`config.mk`:
```
export PLATFORM = sky130hd
export DESIGN_NAME = binary_bbox_tracker
export DESIGN_NICKNAME = d
export VERILOG_FILES = /design/src/rtl/binary_bbox_tracker.sv
export SDC_FILE = /design/constraint.sdc
export NUM_CORES = 1
export LEC_CHECK = 0
export CAP_MARGIN = 20
export CORE_UTILIZATION = 27
export CTS_CLUSTER_SIZE = 25
export DETAILED_ROUTE_END_ITERATION = 10
export PLACE_DENSITY = 0.49
export SLEW_MARGIN = 20
export SYNTH_ARGS = -nofsm -noshare
export SYNTH_HDL_FRONTEND = slang
export SYNTH_SLANG_ARGS = --single-unit
```
`constraint.sdc`:
```
create_clock -name iCLK -period 6.7 [get_ports iCLK]
set_clock_uncertainty 0.05 [all_clocks]
set_input_delay 1.34 -clock iCLK [delete_from_list [all_inputs] [get_ports iCLK]]
set_output_delay 1.34 -clock iCLK [all_outputs]
set_load 0.05 [all_outputs]
```
`src/rtl/binary_bbox_tracker.sv`:
```
// Bounding-box and foreground-count tracker for binarized video frames.
// Publishes box, count and found flag with a one-cycle strobe at each frame end.
module binary_bbox_tracker #(
    parameter int H_ACTIVE   = 640,
    parameter int V_ACTIVE   = 480,
    parameter int MIN_PIXELS = 64
) (
    input  logic        iCLK,
    input  logic        iRST,
    input  logic        iFVAL,
    input  logic        iDVAL,
    input  logic [9:0]  iDATA,
    output logic [11:0] oX_MIN,
    output logic [11:0] oX_MAX,
    output logic [11:0] oY_MIN,
    output logic [11:0] oY_MAX,
    output logic [23:0] oCOUNT,
    output logic        oFOUND,
    output logic        oVALID
);

    typedef enum logic [1:0] {SYNC, IDLE, ACTIVE} state_t;

    localparam logic [11:0] X_LAST  = 12'(H_ACTIVE - 1);
    localparam logic [11:0] Y_LIM   = 12'(V_ACTIVE);
    localparam logic [23:0] MIN_CNT = 24'(MIN_PIXELS);

    state_t      state_q, state_d;
    logic        fval_q, fval_d;
    logic [11:0] x_q, x_d, y_q, y_d;
    logic [23:0] cnt_q, cnt_d;
    logic [11:0] x_min_q, x_min_d, x_max_q, x_max_d;
    logic [11:0] y_min_q, y_min_d, y_max_q, y_max_d;
    logic [11:0] ox_min_q, ox_min_d, ox_max_q, ox_max_d;
    logic [11:0] oy_min_q, oy_min_d, oy_max_q, oy_max_d;
    logic [23:0] ocount_q, ocount_d;
    logic        ofound_q, ofound_d;
    logic        ovalid_q, ovalid_d;
    logic        take;
    logic        fg;

    assign fg = |iDATA;

    always_comb begin
        state_d  = state_q;
        fval_d   = iFVAL;
        x_d      = x_q;
        y_d      = y_q;
        cnt_d    = cnt_q;
        x_min_d  = x_min_q;
        x_max_d  = x_max_q;
        y_min_d  = y_min_q;
        y_max_d  = y_max_q;
        ox_min_d = ox_min_q;
        ox_max_d = ox_max_q;
        oy_min_d = oy_min_q;
        oy_max_d = oy_max_q;
        ocount_d = ocount_q;
        ofound_d = ofound_q;
        ovalid_d = 1'b0;
        take     = 1'b0;

        case (state_q)
            SYNC: begin
                if (!iFVAL) state_d = IDLE;
            end
            IDLE: begin
                // A pixel arriving with the frame rise is processed against the cleared values.
                if (iFVAL) begin
                    state_d = ACTIVE;
                    x_d     = '0;
                    y_d     = '0;
                    cnt_d   = '0;
                    x_min_d = '1;
                    x_max_d = '0;
                    y_min_d = '1;
                    y_max_d = '0;
                    take    = iDVAL;
                end
            end
            ACTIVE: begin
                if (!iFVAL && fval_q) begin
                    state_d  = IDLE;
                    ovalid_d = 1'b1;
                    ocount_d = cnt_q;
                    if (cnt_q >= MIN_CNT) begin
                        ofound_d = 1'b1;
                        ox_min_d = x_min_q;
                        ox_max_d = x_max_q;
                        oy_min_d = y_min_q;
                        oy_max_d = y_max_q;
                    end else begin
                        ofound_d = 1'b0;
                        ox_min_d = '0;
                        ox_max_d = '0;
                        oy_min_d = '0;
                        oy_max_d = '0;
                    end
                end else begin
                    take = iDVAL && iFVAL;
                end
            end
            default: state_d = SYNC;
        endcase

        // Accumulate on the pre-increment coordinate, then advance the position.
        if (take) begin
            if (fg && (y_d < Y_LIM)) begin
                if (cnt_d != '1) cnt_d = cnt_d + 24'd1;
                if (x_d < x_min_d) x_min_d = x_d;
                if (x_d > x_max_d) x_max_d = x_d;
                if (y_d < y_min_d) y_min_d = y_d;
                if (y_d > y_max_d) y_max_d = y_d;
            end
            if (x_d == X_LAST) begin
                x_d = '0;
                if (y_d != Y_LIM) y_d = y_d + 12'd1;
            end else begin
                x_d = x_d + 12'd1;
            end
        end
    end

    always_ff @(posedge iCLK) begin
        if (!iRST) begin
            state_q  <= SYNC;
            fval_q   <= 1'b0;
            x_q      <= '0;
            y_q      <= '0;
            cnt_q    <= '0;
            x_min_q  <= '1;
            x_max_q  <= '0;
            y_min_q  <= '1;
            y_max_q  <= '0;
            ox_min_q <= '0;
            ox_max_q <= '0;
            oy_min_q <= '0;
            oy_max_q <= '0;
            ocount_q <= '0;
            ofound_q <= 1'b0;
            ovalid_q <= 1'b0;
        end else begin
            state_q  <= state_d;
            fval_q   <= fval_d;
            x_q      <= x_d;
            y_q      <= y_d;
            cnt_q    <= cnt_d;
            x_min_q  <= x_min_d;
            x_max_q  <= x_max_d;
            y_min_q  <= y_min_d;
            y_max_q  <= y_max_d;
            ox_min_q <= ox_min_d;
            ox_max_q <= ox_max_d;
            oy_min_q <= oy_min_d;
            oy_max_q <= oy_max_d;
            ocount_q <= ocount_d;
            ofound_q <= ofound_d;
            ovalid_q <= ovalid_d;
        end
    end

    assign oX_MIN = ox_min_q;
    assign oX_MAX = ox_max_q;
    assign oY_MIN = oy_min_q;
    assign oY_MAX = oy_max_q;
    assign oCOUNT = ocount_q;
    assign oFOUND = ofound_q;
    assign oVALID = ovalid_q;

endmodule

```
==> results.json <==
{
  "status": "finished, violations left",
  "failed_checks": "DRC",
  "ys_types": 67,
  "yosysTopAreaCell": "dfxtp_1",
  "synth_edf_count": 0,
  "cts_hold_buf": 0,
  "ant_nets": 0,
  "arrival_ns": 5.46,
  "cts-root-buf": "clkbuf_16",
  "maxCapViolCount": 0,
  "postSynthCellCount": 973,
  "synth_fp_nets": 1041,
  "netlist.area_leader.share": 0.407,
  "vias_per_cell": 4.77,
  "p_seq_frac": 0.458,
  "gp_congestion": 0.827,
  "clock_path_buffers": 2,
  "grt_start_max_net_pins": 102,
  "combPwrFrac": 0.081,
  "ir_drop_mv": 0.168,
  "post-cts-setup-buffers": 0,
  "timing.fmax_mhz": 194,
  "maxSlewHeadroom": 0.349,
  "drive_gt1_frac": 0.0644,
  "worst_slew_pin_slew_ns": 0.977,
  "use_met2": 0.219,
  "synth_xor_xnor_area_share": 0.0278,
  "drc": 7,
  "maxSlewViolCount": 0,
  "num-nets-final": 1096,
  "layout_common_cells": "173 x dfxtp_1, 145 x nand2_1, 86 x clkdlybuf4s50_1",
  "p_int_mw": 1.71,
  "antenna_found_initial": 0,
  "rsz0062_at_grt": "no",
  "row_count": 64,
  "holdWs_ns": 0.412,
  "clkPwrFrac": 0.461,
  "ys_ff_latch": 173,
  "synth_compound_area_frac": 0.140,
  "core_region_area_sq_um": 30800,
  "synthAdderAreaFrac": 0.0793,
  "clk-insertion-delay-late_ns": 0.44,
  "synthMuxAreaShare": 0.0480,
  "drt_iter0_markers": 402,
  "fp.dieArea_sq_um": 32300,
  "critPathKind": "in2reg",
  "area_growth_pct": 21.3,
  "drtPass1Iterations": 7,
  "cp_max_fo": 45,
  "syn-mean-instance-area_sq_um": 8.75,
  "cts_tree": "built",
  "initial_core_util": 0.276,
  "port_buffers": 87,
  "wl_per_cell_um": 15.5,
  "fill_cells": 3218,
  "grt_pass1_wl_um": 36700,
  "finalNonFillerCells": 1437,
  "synthSimpleGateAreaFrac": 0.256,
  "num_antenna_cells": 0,
  "die_y_um": 180,
  "ys_seq_area_frac": 0.407,
  "placed_cells": 1405,
  "ff2ff_setup_slack_ns": 2.38,
  "synth_top_family_by_area": "simple AND/OR/NAND/NOR gates",
  "finalHoldViolations": 0,
  "num_vias": 6849,
  "synthArstFlopShare": 0,
  "synth_flop_cell": "dfxtp_1",
  "startpoint_type": "input pin",
  "io_pins": 88,
  "grt_usage": 0.143,
  "htreeDepth": 4,
  "required_ns": 7.01,
  "layout_commonest_cell": "dfxtp_1",
  "met3_usage": 0.0263,
  "min_period_over_period": 0.768,
  "switching_share": 0.258,
  "cts_resized": 0,
  "synth_warnings": 0,
  "switchingPower_mw": 0.596,
  "overflow": 0,
  "post-dp-hpwl_um": 15600,
  "top_usage_layer": "met2",
  "grt_use_met1": 0.203,
  "routed_wl_um": 22300,
  "p_leak_nw": 3.89,
  "hold_path_depth": 2,
  "worst_setup_path_end_kind": "flop",
  "fin_setup_tns_ns": 0,
  "hold_path.class": "reg2reg",
  "total_power_mw": 2.31,
  "grt_pass1_vias": 6731,
  "clock-sinks": 173,
  "synthTopCellsByArea": "dfxtp_1 41%, ha_1 7.9%, nand2_1 6.4%",
  "syn_area_sq_um": 8520,
  "numCtsBuffers": 17,
  "die_w_um": 180,
  "clk_pin_slew_worst_paths_ns": 0.07,
  "fin_crit_ns": 5.15,
  "power.density_nw_per_um2": 223,
  "setup_violations": 0,
  "r2r_cells": 12
}
## cells in the mapped netlist, types with 22 or more instances
master and instances:
clkbuf_1 49, o21ai_0 25, mux2i_1 24, and2_1 43, ha_1 54, a22oi_1 50
nor2_1 53, a21boi_0 29, nand4_1 22, nor2b_1 58, nand3_1 32, inv_1 32
xnor2_1 25, dfxtp_1 173, nand2_1 145
## sequential cells by signal, indices dropped and copies added, names as in the netlist
name and cells:
x_min_q 12, oVALID 1, oCOUNT 24, oX_MAX 12, y_max_q 12, x_max_q 12
oY_MIN 12, oY_MAX 12, cnt_q 24, y_min_q 12, state_q 2, y_q 12
oFOUND 1, fval_q 1, oX_MIN 12, x_q 12
## worst paths after layout
| path | from | endpoint |
|---|---|---|
| worst max-delay path | iFVAL | x_min_q[4] |
| worst min-delay path | oCOUNT[14] | oCOUNT[14] |
| worst max register to register | state_q[1] | x_min_q[4] |
| worst min register to register | oCOUNT[14] | oCOUNT[14] |
## cells by family after synthesis
family / after synthesis
compound gates: 167
xor+xnor: 27
fa+ha+maj: 54
buf+inv: 92
flops: 173
mux: 38
simple gates: 422
## critical path, stage by stage
cell and delay (ns):
clkdlybuf4s50_1 0.75, nand2_2 0.64, nand2_1 0.43, inv_1 0.11, ha_1 0.32, a211o_1 0.29, a41oi_1 0.22, o41ai_1 0.11
or4_1 0.73, mux2_1 0.42, nand2_1 0.07
## routing by layer
metal	up-vias	wire (um)
li1	3528	-
met1	3197	11900
met2	110	9580
met3	14	651
met4	0	223
met5	-	0
## power by group through the flow
stage / logic (mW) / registers, mW / clock network, mW
4_1_cts: 0.190 / 1.06 / 1.10
5_1_grt: 0.213 / 1.06 / 1.14
2_1_floorplan: 0.143 / 1.07 / 0
6_report: 0.187 / 1.06 / 1.07
3_3_place_gp: 0.188 / 1.08 / 0
3_5_place_dp: 0.190 / 1.08 / 0
## through the flow
stage	setup WS (ns)	utilization	instance area (sq um)
3_3_place_gp	1.16	0.315	9710
5_1_grt	1.30	0.335	10300
2_1_floorplan	2.24	-	8520
6_report	1.56	0.335	10300
3_5_place_dp	1.11	0.315	9710
4_1_cts	1.54	0.335	10300
## layout make-up
| type | instances | area [sq um] | share of cell area |
|---|---|---|---|
| flip-flops and latches | 173 | 3460 | 0.335 |
| repair buffers | 95 | 928 | 0.0898 |
| well taps | 396 | 495 | 0.0479 |
| clock inverters | 13 | 178 | 0.0172 |
| clock buffers | 19 | 443 | 0.0429 |
| inverters | 33 | 124 | 0.0120 |
| multi-input cells | 708 | 4700 | 0.455 |
Power figures use the tool's default switching activity.
